--- config.mk ---
export PLATFORM = sky130hd
export DESIGN_NAME = uart_rx_frame_flat
export DESIGN_NICKNAME = d
export VERILOG_FILES = /design/src/rtl/uart_pkg.sv /design/src/rtl/uart_rx_frame_if.sv /design/src/rtl/uart_sync2.sv /design/src/rtl/uart_rx_frame.sv /design/src/flat_wrapper.sv
export SDC_FILE = /design/constraint.sdc
export NUM_CORES = 1
export LEC_CHECK = 0
export ABC_CLOCK_PERIOD_IN_PS = 3100
export BUFFER_PORTS_ARGS = -buffer_cell sky130_fd_sc_hd__buf_2
export CELL_PAD_IN_SITES_DETAIL_PLACEMENT = 0
export CELL_PAD_IN_SITES_GLOBAL_PLACEMENT = 2
export CORE_UTILIZATION = 30
export DETAILED_ROUTE_END_ITERATION = 6
export PLACE_DENSITY_LB_ADDON = 0.08
export SETUP_SLACK_MARGIN = 0.5
export SLEW_MARGIN = 0
export SYNTH_ARGS = -nofsm -noshare
export SYNTH_HDL_FRONTEND = slang
export SYNTH_SLANG_ARGS = --single-unit
--- constraint.sdc ---
create_clock -name clk -period 3.1 [get_ports clk]
set_input_delay 0.62 -clock clk [delete_from_list [all_inputs] [get_ports clk]]
set_output_delay 0.62 -clock clk [all_outputs]
set_load 0.03 [all_outputs]
--- src/rtl/uart_pkg.sv ---
// Shared UART definitions used by the receiver and the matching transmitter.
package uart_pkg;

    localparam int DEFAULT_DATA_WIDTH = 32;

    localparam logic START_BIT = 1'b0;
    localparam logic STOP_BIT  = 1'b1;

    localparam logic [1:0] IDLE   = 2'd0;
    localparam logic [1:0] DATA   = 2'd1;
    localparam logic [1:0] PARITY = 2'd2;
    localparam logic [1:0] STOP   = 2'd3;

endpackage

--- src/rtl/uart_rx_frame_if.sv ---
// Host-side handshake between the UART receiver and the register block.
interface uart_rx_frame_if
    import uart_pkg::*;
#(
    parameter int DATA_WIDTH = DEFAULT_DATA_WIDTH
);
    logic                  Rx_Read;
    logic [DATA_WIDTH-1:0] Rx_Data;
    logic                  Rx_Data_Ready;
    logic                  Rx_Parity_Error;
    logic                  Rx_Frame_Error;
    logic                  Rx_Overrun;
    logic                  Rx_Busy;

    modport master (
        output Rx_Read,
        input  Rx_Data, Rx_Data_Ready, Rx_Parity_Error, Rx_Frame_Error, Rx_Overrun, Rx_Busy
    );

    modport slave (
        input  Rx_Read,
        output Rx_Data, Rx_Data_Ready, Rx_Parity_Error, Rx_Frame_Error, Rx_Overrun, Rx_Busy
    );
endinterface

--- src/rtl/uart_sync2.sv ---
// Two-flop synchronizer for the serial input; only built when UART_RX_SYNC_EN is defined.
`ifdef UART_RX_SYNC_EN
module uart_sync2 (
    input  logic clk,
    input  logic rst,
    input  logic d,
    output logic q
);
    logic [1:0] ff;

    // Resets to the idle line level so no false start bit is seen after reset.
    always_ff @(posedge clk or negedge rst) begin
        if (!rst) ff <= '1;
        else      ff <= {ff[0], d};
    end

    assign q = ff[1];
endmodule
`endif

--- src/rtl/uart_rx_frame.sv ---
// UART frame receiver: start, DATA_WIDTH bits LSB first, even-XOR parity, stop.
// Define UART_RX_SYNC_EN to pass the serial input through a 2-flop synchronizer.
module uart_rx_frame
    import uart_pkg::*;
#(
    parameter int DATA_WIDTH = DEFAULT_DATA_WIDTH,
    parameter int CNT_W      = 6
) (
    input  logic            clk,
    input  logic            rst,
    input  logic            Rx_Enable,
    input  logic            Rx_Serial_Input,
    uart_rx_frame_if.slave  host
);
    logic [1:0]            state;
    logic [CNT_W-1:0]      cnt;
    logic [DATA_WIDTH-1:0] shreg;
    logic                  par_bad;
    logic [DATA_WIDTH-1:0] data_q;
    logic                  ready_q;
    logic                  perr_q;
    logic                  ferr_q;
    logic                  ovr_q;
    logic                  rx_s;

`ifdef UART_RX_SYNC_EN
    uart_sync2 u_sync (
        .clk (clk),
        .rst (rst),
        .d   (Rx_Serial_Input),
        .q   (rx_s)
    );
`else
    assign rx_s = Rx_Serial_Input;
`endif

    always_ff @(posedge clk or negedge rst) begin
        if (!rst) begin
            state   <= IDLE;
            cnt     <= '0;
            shreg   <= '0;
            par_bad <= 1'b0;
            data_q  <= '0;
            ready_q <= 1'b0;
            perr_q  <= 1'b0;
            ferr_q  <= 1'b0;
            ovr_q   <= 1'b0;
        end else begin
            ferr_q <= 1'b0;

            // Host read clears status; a simultaneous good stop below overrides it.
            if (host.Rx_Read && ready_q) begin
                ready_q <= 1'b0;
                perr_q  <= 1'b0;
                ovr_q   <= 1'b0;
            end

            if (Rx_Enable) begin
                unique case (state)
                    IDLE: begin
                        if (rx_s == START_BIT) begin
                            state <= DATA;
                            cnt   <= '0;
                        end
                    end
                    DATA: begin
                        shreg <= {rx_s, shreg[DATA_WIDTH-1:1]};
                        cnt   <= cnt + CNT_W'(1);
                        if (cnt == CNT_W'(DATA_WIDTH - 1)) state <= PARITY;
                    end
                    PARITY: begin
                        par_bad <= rx_s ^ (^shreg);
                        state   <= STOP;
                    end
                    STOP: begin
                        if (rx_s == STOP_BIT) begin
                            if (!ready_q || host.Rx_Read) begin
                                data_q  <= shreg;
                                ready_q <= 1'b1;
                                perr_q  <= par_bad;
                                ovr_q   <= 1'b0;
                            end else begin
                                ovr_q <= 1'b1;
                            end
                        end else begin
                            ferr_q <= 1'b1;
                        end
                        state <= IDLE;
                    end
                    default: state <= IDLE;
                endcase
            end
        end
    end

    assign host.Rx_Data         = data_q;
    assign host.Rx_Data_Ready   = ready_q;
    assign host.Rx_Parity_Error = perr_q;
    assign host.Rx_Frame_Error  = ferr_q;
    assign host.Rx_Overrun      = ovr_q;
    assign host.Rx_Busy         = (state != IDLE);

endmodule

--- src/flat_wrapper.sv ---
// flat-port wrapper written by rule: the top's interface ports become plain ports
module uart_rx_frame_flat import uart_pkg::*;
#(
    parameter int DATA_WIDTH = DEFAULT_DATA_WIDTH,
    parameter int CNT_W      = 6
)
  (clk, rst, Rx_Enable, Rx_Serial_Input, host_Rx_Read, host_Rx_Data, host_Rx_Data_Ready, host_Rx_Parity_Error, host_Rx_Frame_Error, host_Rx_Overrun, host_Rx_Busy);
  uart_rx_frame_if #(.DATA_WIDTH(DATA_WIDTH)) host_i ();
  input  logic clk;
  input  logic rst;
  input  logic Rx_Enable;
  input  logic Rx_Serial_Input;
  input wire logic [$bits(host_i.Rx_Read)-1:0] host_Rx_Read;
  output wire logic [$bits(host_i.Rx_Data)-1:0] host_Rx_Data;
  output wire logic [$bits(host_i.Rx_Data_Ready)-1:0] host_Rx_Data_Ready;
  output wire logic [$bits(host_i.Rx_Parity_Error)-1:0] host_Rx_Parity_Error;
  output wire logic [$bits(host_i.Rx_Frame_Error)-1:0] host_Rx_Frame_Error;
  output wire logic [$bits(host_i.Rx_Overrun)-1:0] host_Rx_Overrun;
  output wire logic [$bits(host_i.Rx_Busy)-1:0] host_Rx_Busy;
  assign host_i.Rx_Read = host_Rx_Read;
  assign host_Rx_Data = host_i.Rx_Data;
  assign host_Rx_Data_Ready = host_i.Rx_Data_Ready;
  assign host_Rx_Parity_Error = host_i.Rx_Parity_Error;
  assign host_Rx_Frame_Error = host_i.Rx_Frame_Error;
  assign host_Rx_Overrun = host_i.Rx_Overrun;
  assign host_Rx_Busy = host_i.Rx_Busy;
  uart_rx_frame #(.DATA_WIDTH(DATA_WIDTH), .CNT_W(CNT_W)) u_core (.clk(clk), .rst(rst), .Rx_Enable(Rx_Enable), .Rx_Serial_Input(Rx_Serial_Input), .host(host_i));
endmodule
### After elaboration in Yosys (flattened, before gate mapping)

Cells that the tools add are included.

| operators by class | value |
|---|---|
| add/subtract/negate cells | 1 |
| equal/unequal tests | 6 |
| mux-type cells | 23 |
| bitwise gates (word level) | 1 |
| reduce and logical (&&, ||, !) cells | 12 |

Operator list:

| kind | count |
|---|---|
| $reduce_xor 32->1 | 1 |
| $mux 1 | 18 |
| $pmux 6 s2 | 1 |
| $pmux 2 s4 | 1 |
| $add 6x1->6 const B | 1 |
| $eq 6x5->1 const B | 1 |
| $mux 6 | 1 |
| $reduce_and 3->1 | 2 |
| $eq 2x2->1 const B | 2 |
| $mux 2 | 2 |
| $reduce_and 2->1 | 2 |
| $reduce_and 4->1 | 1 |
| $reduce_bool 2->1 | 2 |
| $eq 2x1->1 const B | 1 |
| $logic_not 2->1 | 1 |
| $ne 2x1->1 const B | 1 |
| $ne 2x2->1 const B | 1 |
| $logic_and 1x1->1 | 1 |
| $logic_not 1->1 | 1 |
| $logic_or 1x1->1 | 1 |
| $xor 1x1->1 | 1 |

| storage, ports and cells | value |
|---|---|
| flip-flop bits (word level) | 77 |
| bits of input ports | 5 |
| output and inout port bits | 37 |
| word-level logic and storage cells | 52 |

### Longest topological paths before layout

| logic depth | value |
|---|---|
| word-level depth | 6 |
| gate-level depth with buffers | 7 |
| gate-level depth less buffers | 7 |

### Worst setup path before layout

Ideal clock, no wire load.

| timing path | value |
|---|---|
| path type | input-to-reg |
| start | input port Rx_Serial_Input |
| end | register u_core.par_bad |
| setup time | 121 ps |
| arrival | 1678 ps |
| required time | 2979 ps |
| slack | 1301 ps |
| stages on the path | 6 |
| path buffers | 0 |
| path through | xnor2_1 xnor2_1 xnor2_1 xnor3_1 xnor2_1 o21ai_1 |

| between the ends | value |
|---|---|
| longest elaborated chain between the ends | 1 |

RTL lines:

| element | line | RTL |
|---|---|---|
| start: declaration | flat_wrapper.sv:12 | `input logic Rx_Serial_Input;` |
| $xor 1x1->1 | uart_rx_frame.sv:72 | `par_bad <= rx_s ^ (^shreg);` |
| end signal: assignment | uart_rx_frame.sv:72 |  |
| end: declaration | uart_rx_frame.sv:18 | `logic par_bad;` |

Every way passes these cells.
A chain may end at the register's enable or synchronous reset.

### Worst setup path after layout

| timing path | value |
|---|---|
| start | register u_core.state[0] |
| end | register u_core.cnt[5] |

| between the ends | value |
|---|---|
| longest elaborated chain between the ends | 3 |
| elaborated cells between the ends (all ways) | 6 |
| those cells by class | 2 x eq/ne; 1 x mux; 3 x reduce/logical |

RTL lines:

| element | line | RTL |
|---|---|---|
| start: declaration | uart_rx_frame.sv:15 | `logic [1:0] state;` |
| start signal: assignment | uart_rx_frame.sv:39 | `state <= IDLE;` |
| start signal: assignment | uart_rx_frame.sv:62 | `state <= DATA;` |
| start signal: assignment | uart_rx_frame.sv:69 | `if (cnt == CNT_W'(DATA_WIDTH - 1)) state <= PARITY;` |
| $eq 2x1->1 or $logic_not 2->1 (tied branches) | uart_rx_frame.sv:59 | `unique case (state)` |
| $reduce_bool 2->1 (no line) or $ne 2x2->1 (tied branches) | - |  |
| $reduce_and 3->1 (no line) | - |  |
| end signal: assignment | uart_rx_frame.sv:68 | `cnt <= cnt + CNT_W'(1);` |
| end: declaration | uart_rx_frame.sv:16 | `logic [CNT_W-1:0] cnt;` |

Parallel ways exist; a longest one is shown, timed or not.

==> flow_summary.json <==
{
  "outcome": "complete, no violations",
  "slew_viol_final": 0,
  "worst_setup_path_start_kind": "flip-flop",
  "dieWidth_microns": 107,
  "worstMarginPinSlew_ns": 0.999,
  "fin_setup_tns_ns": 0,
  "layout_common_cells": "77 x dfrtp_1, 65 x mux2_2, 40 x buf_2",
  "start_util_pct": 31.5,
  "max_freq_mhz": 502,
  "die_area_sq_um": 11400,
  "drcViolationCount": 0,
  "cp.arrival_ns": 2.20,
  "async_reset_ff_share_pct": 100,
  "via_count": 1867,
  "yosysSeqAreaShare_pct": 58.6,
  "ctsHoldBuffers": 0,
  "cts_tree": "done",
  "finalSetupViolations": 0,
  "grt_pass1_vias": 1918,
  "netlist_area_sq_um": 3290,
  "ios": 42,
  "synth.distinct_cells": 27,
  "p_leak_nw": 1.87,
  "synth_cells": 229,
  "antenna_found_initial": 0,
  "cts_max_level": 3,
  "grt_first_pass_wirelength_mm": 10.0,
  "skew_ns": 0.0163,
  "ys_warn_count": 0,
  "min_path_type": "input pin to async pin",
  "maxCapViolCount": 0,
  "synth_seq_cells": 77,
  "grtUsageTotal_pct": 11.6,
  "cts_sinks": 77,
  "gp_congestion": 0.692,
  "diodes": 0,
  "cts-root-buf": "clkbuf_8",
  "syn_area_per_cell_sq_um": 14.4,
  "totalWireLength_mm": 5.89,
  "cts_resized": 0,
  "ant_nets": 0,
  "fp.dieH_microns": 107,
  "cts_inserted_buffers": 9,
  "seq_area_sq_um": 1930,
  "drive_gt1_share_pct": 45.2,
  "dr.pass1.iters": 4,
  "core_area_sq_um": 10500,
  "via_per_inst": 4.46,
  "slew-limit-headroom_pct": 33.4,
  "rr_startpoint": "u_core.state[0]",
  "clk_latency_ns": 0.35,
  "synth-edff-count": 0,
  "rsz0062_at_grt": "false",
  "design_area_sq_um": 3850,
  "critPathKind": "flip-flop to flip-flop",
  "crit_fanout": 5,
  "period_minus_slack_ns": 1.99,
  "ys.flop_type": "dfrtp_1",
  "timing.final.crit_share_pct": 64.2,
  "multiInputGateArea_sq_um": 1330,
  "end_kind": "flip-flop",
  "r2r_cells": 7,
  "hold_viol": 0,
  "core.rowCount": 37,
  "syn_to_final_growth_pct": 17.0,
  "fin_cells": 419,
  "ir_drop_v": 0.000399,
  "nFillCells": 1062,
  "dpl.hpwl_mm": 3.76,
  "place_area_sq_um": 3670,
  "drtIter0Drc": 48,
  "globalRouteOverflowTotal": 0,
  "cp.required_ns": 3.31,
  "grt_max_degree": 78,
  "mostFrequentLayoutCell": "dfrtp_1",
  "power_density_nw_per_um2": 1050,
  "final_nets": 288,
  "clk_pin_slew_ns": 0.09,
  "synth_nets": 239,
  "clockBufferDepth": 2,
  "placedCellCount": 403,
  "rrSetupSlack_ns": 1.11,
  "cts_setup_buffers": 0,
  "wl_per_cell_microns": 14.0,
  "io_buffers": 41,
  "reg2reg_to": "u_core.cnt[5]"
}
## critical path: stages, from the launching register on
cell      delay, ns
dfrtp_1        0.38
inv_1          0.08
ha_1           0.25
a21boi_0       0.43
o21ai_0        0.26
nor3_1         0.28
xnor2_1        0.15
nor2_1         0.05
## layout make-up
type	instances	share of cell area, %
Inverter	4	0.390
Clock buffer	10	3.57
Multi-Input combinational cell	142	34.4
Sequential cell	77	50.0
Tap cell	136	4.42
Clock inverter	6	1.20
Timing Repair Buffer	44	5.98
## logic make-up after synthesis
| kind of cell | count (synthesis) | share of synthesized area [%] |
|---|---|---|
| flip-flops | 77 | 58.6 |
| multiplexers | 67 | 22.9 |
| XOR/XNOR | 35 | 9.73 |
| AND/OR/NAND/NOR | 24 | 3.61 |
| AO/OA/AOI/OAI | 11 | 2.09 |
| buffers and inverters | 10 | 1.25 |
| adder cells (fa/ha/maj) | 5 | 1.90 |
## synthesized netlist by cell type (2+ instances only)
| library cell | n | share of area, % |
|---|---|---|
| dfrtp_1 | 77 | 59 |
| mux2_2 | 65 | 22 |
| xnor2_1 | 27 | 7.2 |
| nor3_1 | 2 | 0.30 |
| buf_1 | 3 | 0.34 |
| ha_1 | 5 | 1.9 |
| o21ai_0 | 4 | 0.61 |
| nand4_1 | 2 | 0.38 |
| inv_1 | 4 | 0.46 |
| nor2_1 | 5 | 0.57 |
| nand3_1 | 2 | 0.30 |
| xor2_1 | 7 | 1.9 |
| a21oi_1 | 2 | 0.30 |
| mux2i_1 | 2 | 0.61 |
| nand2_1 | 8 | 0.91 |
| buf_2 | 3 | 0.46 |
## state kept, by name, summed over array words and instances, names as in the netlist
register / count
u_core.cnt: 6
u_core.host.Rx_Data: 32
u_core.host.Rx_Data_Ready: 1
u_core.host.Rx_Frame_Error: 1
u_core.host.Rx_Overrun: 1
u_core.host.Rx_Parity_Error: 1
u_core.par_bad: 1
u_core.shreg: 32
u_core.state: 2
## worst max-delay path by stage
| stage | start | end | slack (ns) | cells after the start |
|---|---|---|---|---|
| floorplan | Rx_Serial_Input | u_core.par_bad | 1.30 | 6 |
| global placement | Rx_Serial_Input | u_core.host.Rx_Data[16] | 0.96 | 5 |
| detailed placement | Rx_Serial_Input | u_core.host.Rx_Data[11] | 0.96 | 5 |
| CTS | u_core.state[0] | u_core.cnt[5] | 1.10 | 7 |
| global route | u_core.state[1] | u_core.cnt[5] | 0.93 | 7 |
| finish | u_core.state[0] | u_core.cnt[5] | 1.11 | 7 |
## layer usage
metal / track usage [%] / wire, microns / up-vias
met2: 17.6 / 2670 / 37
li1: - / - / 889
met1: 15.4 / 2880 / 933
met4: 4.40 / 92 / 0
met3: 3.53 / 238 / 8
met5: 0 / 0 / -
## report_power, final
group          internal [mW]  switching (mW)  total [mW]
registers               1.32           0.270        1.59
clock network          0.317           0.395       0.712
logic                  0.892           0.865        1.76
total                   2.53            1.53        4.06
## through the flow
| step | setup WS (ns) | total power [mW] | utilization [%] | hold WS [ns] |
|---|---|---|---|---|
| after floorplan | 1.30 | 2.98 | - | 0.324 |
| after global placement | 0.958 | 3.41 | 35.1 | 0.487 |
| after detailed placement | 0.962 | 3.41 | 35.1 | 0.491 |
| after CTS | 1.10 | 4.14 | 36.8 | 0.450 |
| after global routing | 0.926 | 4.37 | 36.8 | 0.459 |
| final | 1.11 | 4.06 | 36.8 | 0.413 |
(Power assumes the default switching activity.)
